File: src/rtl/lab4_branch_resolve_queue.sv
// In-order queue of predicted conditional branches; resolves oldest-first and
// drives the registered predictor update port. Optional stats: LAB4_BRANCH_RESOLVE_STATS_EN.
module lab4_branch_resolve_queue #(
  parameter int DEPTH = 4,
  localparam int PW = $clog2(DEPTH),
  localparam int CW = PW + 1
) (
  input  logic          clk,
  input  logic          reset,
  input  logic          enq_val,
  output logic          enq_rdy,
  input  logic [31:0]   enq_pc,
  input  logic          enq_pred,
  input  logic          res_val,
  input  logic          res_taken,
  input  logic          flush,
  output logic          upd_en,
  output logic          upd_val,
  output logic [31:0]   upd_pc,
  output logic          mispredict,
  output logic [CW-1:0] count
`ifdef LAB4_BRANCH_RESOLVE_STATS_EN
  ,
  output logic [31:0]   stat_resolved,
  output logic [31:0]   stat_mispred
`endif
);

  logic [31:0] pc_mem   [DEPTH];
  logic        pred_mem [DEPTH];
  logic [PW-1:0] head, tail;
  logic enq_fire, res_fire, mis_fire, enq_keep;

  assign enq_rdy  = (count != CW'(DEPTH));
  assign enq_fire = enq_val && enq_rdy;
  assign res_fire = res_val && (count != '0);
  assign mis_fire = res_fire && (res_taken != pred_mem[head]);
  // An enqueue alongside a squash or flush is wrong-path and is discarded.
  assign enq_keep = enq_fire && !mis_fire && !flush;

  always_ff @(posedge clk) begin
    if (enq_keep) begin
      pc_mem[tail]   <= enq_pc;
      pred_mem[tail] <= enq_pred;
    end
  end

  always_ff @(posedge clk or posedge reset) begin
    if (reset) begin
      head       <= '0;
      tail       <= '0;
      count      <= '0;
      upd_en     <= 1'b0;
      upd_val    <= 1'b0;
      upd_pc     <= '0;
      mispredict <= 1'b0;
    end else begin
      upd_en     <= res_fire;
      mispredict <= mis_fire;
      if (res_fire) begin
        upd_val <= res_taken;
        upd_pc  <= pc_mem[head];
      end
      if (flush) begin
        head  <= '0;
        tail  <= '0;
        count <= '0;
      end else if (mis_fire) begin
        // Everything younger than the mispredicted branch is squashed.
        head  <= head + PW'(1);
        tail  <= head + PW'(1);
        count <= '0;
      end else begin
        if (res_fire) head <= head + PW'(1);
        if (enq_keep) tail <= tail + PW'(1);
        count <= count + CW'(enq_keep) - CW'(res_fire);
      end
    end
  end

`ifdef LAB4_BRANCH_RESOLVE_STATS_EN
  always_ff @(posedge clk or posedge reset) begin
    if (reset) begin
      stat_resolved <= '0;
      stat_mispred  <= '0;
    end else begin
      if (res_fire && stat_resolved != 32'hFFFF_FFFF) stat_resolved <= stat_resolved + 32'd1;
      if (mis_fire && stat_mispred != 32'hFFFF_FFFF) stat_mispred <= stat_mispred + 32'd1;
    end
  end
`endif

endmodule

File: config.mk
export PLATFORM = sky130hd
export DESIGN_NAME = lab4_branch_resolve_queue
export DESIGN_NICKNAME = d
export VERILOG_FILES = /design/src/rtl/lab4_branch_resolve_queue.sv
export SDC_FILE = /design/constraint.sdc
export NUM_CORES = 1
export LEC_CHECK = 0
export CAP_MARGIN = 20
export CORE_ASPECT_RATIO = 0.9
export CORE_MARGIN = 3
export CORE_UTILIZATION = 59
export CTS_CLUSTER_SIZE = 28
export DETAILED_ROUTE_END_ITERATION = 8
export PLACE_DENSITY_LB_ADDON = 0.15
export REMOVE_ABC_BUFFERS = 1
export SYNTH_ARGS = -nofsm -noshare
export SYNTH_HDL_FRONTEND = slang
export SYNTH_SLANG_ARGS = --single-unit
File: constraint.sdc
create_clock -name clk -period 6.1 [get_ports clk]
set_input_delay 1.83 -clock clk [delete_from_list [all_inputs] [get_ports clk]]
set_output_delay 1.83 -clock clk [all_outputs]
set_load 0.005 [all_outputs]
# ---- Word level (Yosys, flattened, before mapping)
# Memories as Yosys holds them, arrays and structs flattened. A register that Yosys moved wholly into a read port is not among the register bits.
# Cells that the tools add are included.
dict set report totals {
  register_bits 10
  ramBits 132
  out_inout_bits 39
  mem_count 2
}
dict set report classes {
  n_addsub 4
  eq_ne 2
  muxes 10
  n_reduce_logical 10
}
# name depth width read_ports rd_clocked_by_memory_dff write_ports line_no
set memory_table {}
lappend memory_table {pc_mem 4 32 1 1 1 29} ;# logic [31:0] pc_mem [DEPTH];
lappend memory_table {pred_mem 4 1 1 0 1 30} ;# logic pred_mem [DEPTH];
# op count
set ops {}
lappend ops {{$mux W2} 6}
lappend ops {{$reduce_bool A3 Y1} 3}
lappend ops {{$mux W3} 2}
lappend ops {{$logic_and A1 B1 Y1} 5}
lappend ops {{$add A2 B1 Y2 const B} 2}
lappend ops {{$add A3 B1 Y3} 1}
lappend ops {{$ne A3 B3 Y1 const B} 1}
lappend ops {{$sub A3 B1 Y3} 1}
lappend ops {{$logic_not A1 Y1} 2}
lappend ops {{$mux W1} 2}
lappend ops {{$ne A1 B1 Y1} 1}

# ---- Longest topological paths before layout
# Gate-level depths: netlist (run 1).
dict set report logic_depth {
  ltp_word 10
  depth_mapped 13
}

# ---- Worst setup path after synthesis (run 1)
# No wires, ideal clock.
dict set report synth_timing {
  path_kind {input to register}
  from {input res_val}
  to {register count[2]}
  arrival_ps 3588
  t_required_ps 5980
  setup_slack_ps 2392
  cell_stages 11
  cell_sequence {o31ai_4 > inv_2 > clkbuf_1 > ha_1 > inv_1 > ha_1 > inv_1 > fa_1 > xor2_1 > xnor2_1 > nor3_2}
}
dict set report synth_between {
  elab_chain_cells 9
}
# item line_no
set synth_lines {}
lappend synth_lines {{from (decl)} 14} ;# input logic res_val,
lappend synth_lines {{$logic_and A1 B1 Y1 *} 36} ;# assign res_fire = res_val && (count != '0);
lappend synth_lines {{net res_fire} 32} ;# logic enq_fire, res_fire, mis_fire, enq_keep;
lappend synth_lines {{$logic_and A1 B1 Y1} 37} ;# assign mis_fire = res_fire && (res_taken != pred_mem[head]);
lappend synth_lines {{$logic_not A1 Y1} 39} ;# assign enq_keep = enq_fire && !mis_fire && !flush;
lappend synth_lines {{$logic_and A1 B1 Y1 (2 in a row)} 39}
lappend synth_lines {{$add A3 B1 Y3} 76} ;# count <= count + CW'(enq_keep) - CW'(res_fire);
lappend synth_lines {{$sub A3 B1 Y3} 76}
lappend synth_lines {{$mux W3 *} 68} ;# end else if (mis_fire) begin
lappend synth_lines {{$mux W3 *} 64} ;# if (flush) begin
lappend synth_lines {{to (signal assigned)} 76}
lappend synth_lines {{to (decl)} 21} ;# output logic [CW-1:0] count
# The timed path passes the listed nets; every way through them passes the cells marked *.
# A chain may end at the register's enable or synchronous reset.

# ---- Final worst setup path (run 1)
dict set report layout_timing {
  from {input res_val}
  to {register count[2]}
}
dict set report layout_between {
  elab_chain_cells 9
}
# item line_no
set layout_lines {}
lappend layout_lines {{$logic_and A1 B1 Y1 *} 36}
lappend layout_lines {{$logic_and A1 B1 Y1} 37}
lappend layout_lines {{$logic_not A1 Y1} 39}
lappend layout_lines {{$logic_and A1 B1 Y1 (2 in a row)} 39}
lappend layout_lines {{$add A3 B1 Y3} 76}
lappend layout_lines {{$sub A3 B1 Y3} 76}
lappend layout_lines {{$mux W3 *} 68}
lappend layout_lines {{$mux W3 *} 64}
# Mark *: on every way between the ends. The rest lies on a longest branch, timed or not.

==> results.toml, run 1 <==
[placed_design]
hpwlAfterDp_mm = 6.617
port-buffer-count = 77
gp_congestion = 0.6922
dp_cells = 576

[detailed_routing]
viasPerCell = 5.480
drc = 0
drt_first_pass_iters = 4
vias = 3332
wl_per_cell_um = 19.60
drt-total-wl_mm = 11.92
ant_nets = 0
dr.first_iter.drc_count = 246

[floorplanning]
die_w_um = 117.1
num_io_pins = 78
start_util = 0.6210
coreArea_mm2 = 0.01055
rows = 35
die-area_mm2 = 0.01241
die_y_um = 106.0

[critical_path]
worst-path-max-fanout = 36
cp-start-kind = "primary input"
cp.required_ns = 6.39
path_class = "primary input to flop"
reg2reg_to = "count[2]"
crit_path_end_kind = "flop"
r2r-start = "head[0]"
rrSetupSlack_ns = 2.66
worst_ep_arrival_time_ns = 4.35
rr_worst_depth = 13

[timing]
skew_ns = 0.01635
tightest_slew_ns = 0.9370
finalSetupViolations = 0
fin_crit_ns = 4.056
slew_viol_final = 0
fin_crit_sh = 0.6650
slew_headroom = 0.3744
rsz0062_at_grt = "false"
fin_tns_setup_ns = 0
hold_violations = 0
fmax_ghz = 0.2465
hold_slack_ns = 0.4699

[synth]
ys.flop_type = "edfxtp_1"
yosysWarningCount = 0
synthSimpleGateAreaFrac = 0.07255
ys_types = 28
synth_xor_area_frac = 0.01050
synth_top_family_by_area = "multiplexers"
synth_area_mm2 = 0.006554
synth_compound_area_frac = 0.007064
seq_area_frac_synth = 0.7652
synthCells = 363
synthAdderAreaFrac = 0.01451
muxShareOfSynthArea = 0.1155
synth_enable_flop_cells = 132
syn_avg_cell_area_um2 = 18.05
async_flop_share = 0.2414
ys_ff_latch = 174

[worst_hold_path]
hold_class = "flop to flop"
hold_depth = 2
holdPathEnd = "upd_pc[1]"
hp-start = "upd_pc[1]"

[power_and_ir_drop]
switching_share = 0.2611
combPwrFrac = 0.238
power_density_mw_per_mm2 = 451.7
switchingPower_mw = 0.9598
vdd_drop_max_v = 0.0004438
pwr-share-clk = 0.324
p_int_mw = 2.716
power.leakage_nw = 2.996
sequentialPowerShare = 0.437
total_power_mw = 3.675

[clocking]
clk_pin_slew_ns = 0.07
tritoncts = "done"
cts_setup_buffers = 0
clk-insertion-delay-late_ns = 0.42
clk_path_buf_depth = 2
cts_max_level = 4
cts_num_sinks = 174
post_cts_resized = 0
cts_buffers = 17
cts_hold_buf = 0
cts_root_buf = "clkbuf_16"

[run_status]
status = "finished clean"

[global_routing]
globalRouteOverflowTotal = 0
grt_pass1_wl_mm = 19.00
grt_pass1_vias = 3510
grt_max_degree = 43
grt_usage = 0.2107
grt_antenna_before_repair = 0

[cells_and_area]
antennaDiodeCount = 0
layout-area-overhead-vs-synth_pct = 24.15
final_common_cell = "edfxtp_1"
final_cells = 608
fin_nets = 493
layout_common_cells = "edfxtp_1 (132), nand2_1 (101), clkdlybuf4s50_1 (77)"
drive_gt1_frac = 0.1783

[run]
drv_cap = 0
-- cell type report --
class                      instances  area (um^2)
fill                             607         2417
tap                              148        185.2
timing repair buffer              80        793.3
clock inverter                    14        225.2
clock buffer                      18        439.2
inverter                           7        28.78
multi-input combinational        167         1448
sequential                       174         5017
-- per-layer routing --
metal  track usage  share of wire  up-vias
met2        0.3412           0.53       96
met5             0              0        -
li1              -              -     1519
met4       0.05651         0.0091        0
met3       0.06488          0.050       10
met1        0.2813           0.41     1707
-- kinds of logic (layout without fill, tap and decap cells) --
group | after synthesis | in the layout
buffers and inverters | 22 | 119
AOI/OAI and AO/OA | 4 | 4
adders and majority gates | 7 | 7
and+or+nand+nor | 115 | 115
xor gates and xnor gates | 7 | 7
DFF | 174 | 174
muxes | 34 | 34
-- worst max-delay path, cell delays in order --
cell,delay [ns]
clkdlybuf4s50_1,0.44
o31ai_4,0.06
buf_4,0.42
o21ba_2,0.27
nand2_1,0.07
ha_1,0.27
inv_1,0.06
ha_1,0.13
inv_1,0.05
fa_1,0.37
xor2_1,0.16
xnor2_1,0.17
nor3_2,0.05
-- metrics by stage --
step | cell area [um^2] | util | setup WS, ns
global placement | 7472 | 0.7080 | 1.669
finish | 8137 | 0.7710 | 2.044
global route | 8137 | 0.7710 | 1.919
detailed placement | 7472 | 0.7080 | 1.610
floorplan | 6486 | - | 2.161
CTS | 8137 | 0.7710 | 2.056
-- power groups by stage --
stage	registers [mW]	logic [mW]	clock network [mW]
after floorplan	1.66	0.438	0
after global placement	1.62	0.866	0
after CTS	1.61	0.898	1.21
after global routing	1.63	0.972	1.26
final	1.61	0.876	1.19
after detailed placement	1.63	0.886	0
-- flip-flops by register name, indices dropped and copies added (netlist names) --
register,count
pc_mem,128
upd_pc,32
pred_mem,4
count,3
head,2
tail,2
mispredict,1
upd_en,1
upd_val,1
-- worst max path at each step --
stage | slack (ns) | endpoint | depth (start not counted) | start
finish | 2.04 | count[2] | 13 | res_val
global route | 1.92 | count[2] | 13 | res_val
CTS | 2.06 | count[2] | 13 | res_val
detailed placement | 1.61 | count[2] | 13 | res_val
global placement | 1.67 | count[2] | 13 | res_val
floorplan | 2.16 | count[2] | 10 | res_val
-- Yosys cell counts (2+ instances only) --
| cell type | number | area share |
|---|---|---|
| xor2_1 | 3 | 0.0040 |
| and3_1 | 4 | 0.0038 |
| mux4_2 | 32 | 0.11 |
| edfxtp_1 | 132 | 0.60 |
| buf_2 | 3 | 0.0023 |
| clkbuf_1 | 10 | 0.0057 |
| dfrtp_1 | 42 | 0.16 |
| nor3_2 | 2 | 0.0031 |
| a211oi_1 | 2 | 0.0023 |
| xnor2_1 | 3 | 0.0040 |
| inv_1 | 5 | 0.0029 |
| ha_1 | 6 | 0.011 |
| nand2_1 | 101 | 0.058 |
| and2_1 | 2 | 0.0019 |
| nor2_1 | 3 | 0.0017 |
Note: power is estimated with default switching activity, not from simulation.
==> inputs of run 2 (changes only) <==
CORE_UTILIZATION = 55   (was 59)
clock period = 4 ns   (was 6.1 ns; I/O delays follow)
==> run 2 against run 1 <==
Effect of this change:
- combinational power grew 56%
- highest routed layer unchanged
- sequential share of layout area shrank 0.26 points
- largest power group unchanged
- critical endpoint unchanged
- wire length shrank 1.9%
- critical path depth shrank 1
==> results.toml, run 2 (synthesis results as in run 1) <==
[detailed_routing]
dr.first_iter.drc_count = 205
ant_nets = 0
drc = 0
wl_per_cell_um = 18.83
viasPerCell = 5.290
drt_first_pass_iters = 4
drt-total-wl_mm = 11.69
vias = 3285

[clocking]
cts_hold_buf = 0
clk-insertion-delay-late_ns = 0.42
tritoncts = "done"
cts_num_sinks = 174
cts_setup_buffers = 0
cts_root_buf = "clkbuf_16"
cts_buffers = 17
clk_path_buf_depth = 2
post_cts_resized = 0
cts_max_level = 4
clk_pin_slew_ns = 0.06

[floorplanning]
coreArea_mm2 = 0.01153
die_w_um = 121.1
die_y_um = 109.6
rows = 37
num_io_pins = 78
start_util = 0.5685
die-area_mm2 = 0.01326

[cells_and_area]
fin_nets = 498
final_cells = 621
largestRegisters = "pc_mem x128, upd_pc x32, pred_mem x4"
final_common_cell = "edfxtp_1"
multi_input_area_mm2 = 0.001448
regMostFlops = "pc_mem"
final_util = 0.7089
layout_common_cells = "edfxtp_1 (132), nand2_1 (101), clkdlybuf4s50_1 (77)"
drive_gt1_frac = 0.1806
fin_area_mm2 = 0.008172
largest_reg_flops = 128
seq_area_mm2 = 0.005017
layout-area-overhead-vs-synth_pct = 24.69
antennaDiodeCount = 0
n_fill_cell = 727

[timing]
finalSetupViolations = 0
fin_crit_ns = 3.197
tightest_slew_ns = 0.9769
rsz0062_at_grt = "false"
fmax_ghz = 0.3128
fin_ws_ns = 0.8033
skew_ns = 0.007077
fin_tns_setup_ns = 0
hold_violations = 0
fin_crit_sh = 0.7992
slew_viol_final = 0
slew_headroom = 0.3478

[global_routing]
grt_pass1_vias = 3468
globalRouteOverflowTotal = 0
grt_max_degree = 43
grt_pass1_wl_mm = 18.68
grt_usage = 0.1962
grt_antenna_before_repair = 0

[critical_path]
cp-start-kind = "primary input"
path_class = "primary input to flop"
cp.required_ns = 4.30
worst-path-max-fanout = 6
crit_path_end_kind = "flop"
worst_ep_arrival_time_ns = 3.50

[power_and_ir_drop]
pwr-share-clk = 0.308
vdd_drop_max_v = 0.0004397
switching_share = 0.2577
power.leakage_nw = 3.002
switchingPower_mw = 1.414
combPwrFrac = 0.250
sequentialPowerShare = 0.442
p_int_mw = 4.075
power_density_mw_per_mm2 = 671.7

[run_status]
status = "finished clean"

[placed_design]
gp_congestion = 0.7193
dp_cells = 589
post_dp_cell_area_mm2 = 0.007557
port-buffer-count = 77
dpl_worst_slack_ns = 0.3612
hpwlAfterDp_mm = 6.830

[run]
drv_cap = 0

[worst_hold_path]
hold_class = "flop to flop"
## run 2: area by class of cell
cell class,count,share of cell area
Multi-Input combinational cell,167,0.1772
Tap cell,156,0.02389
Sequential cell,174,0.6140
Clock inverter,12,0.02052
Timing Repair Buffer,85,0.1063
Inverter,7,0.003522
Clock buffer,20,0.05466
## run 2: critical path, cell delays in order
cell and delay, ns:
clkdlybuf4s50_1 0.48, xnor2_2 0.25, o21ba_2 0.20, nand2_1 0.07, ha_1 0.28, inv_1 0.05
ha_1 0.13, inv_1 0.05, fa_1 0.39, xor2_1 0.17, xnor2_1 0.18, nor3_2 0.06
## run 2: per-layer routing
layer	vias up	global-route usage	wire length (um)
met1	1654	0.2630	4916
li1	1524	-	-
met4	0	0.08981	112
met3	8	0.05556	750
met2	99	0.3046	5911
met5	-	0	0
## run 2: power by group through the flow
stage / registers [mW] / logic (mW) / clock network (mW)
3_3_place_gp: 2.45 / 1.37 / 0
2_1_floorplan: 2.53 / 0.668 / 0
3_5_place_dp: 2.46 / 1.40 / 0
4_1_cts: 2.43 / 1.41 / 1.73
5_1_grt: 2.46 / 1.53 / 1.81
6_report: 2.42 / 1.37 / 1.69
## run 2: stage by stage
step | hold WS (ns) | power (mW)
final | 0.4686 | 5.489
after CTS | 0.4760 | 5.576
after global placement | 0.4563 | 3.824
after detailed placement | 0.4611 | 3.862
after global routing | 0.4931 | 5.797
after floorplan | 0.4697 | 3.193
## run 2: final timing paths
path / from / endpoint / slack, ns / depth (start not counted)
min: upd_pc[9] / upd_pc[9] / 0.47 / 2
max in group asynchronous: reset / head[0] / 2.01 / 2
min reg2reg: upd_pc[9] / upd_pc[9] / 0.47 / 2
max: res_taken / count[2] / 0.80 / 12
max reg2reg: count[1] / count[2] / 1.09 / 11
min in group asynchronous: reset / upd_val / 1.33 / 2
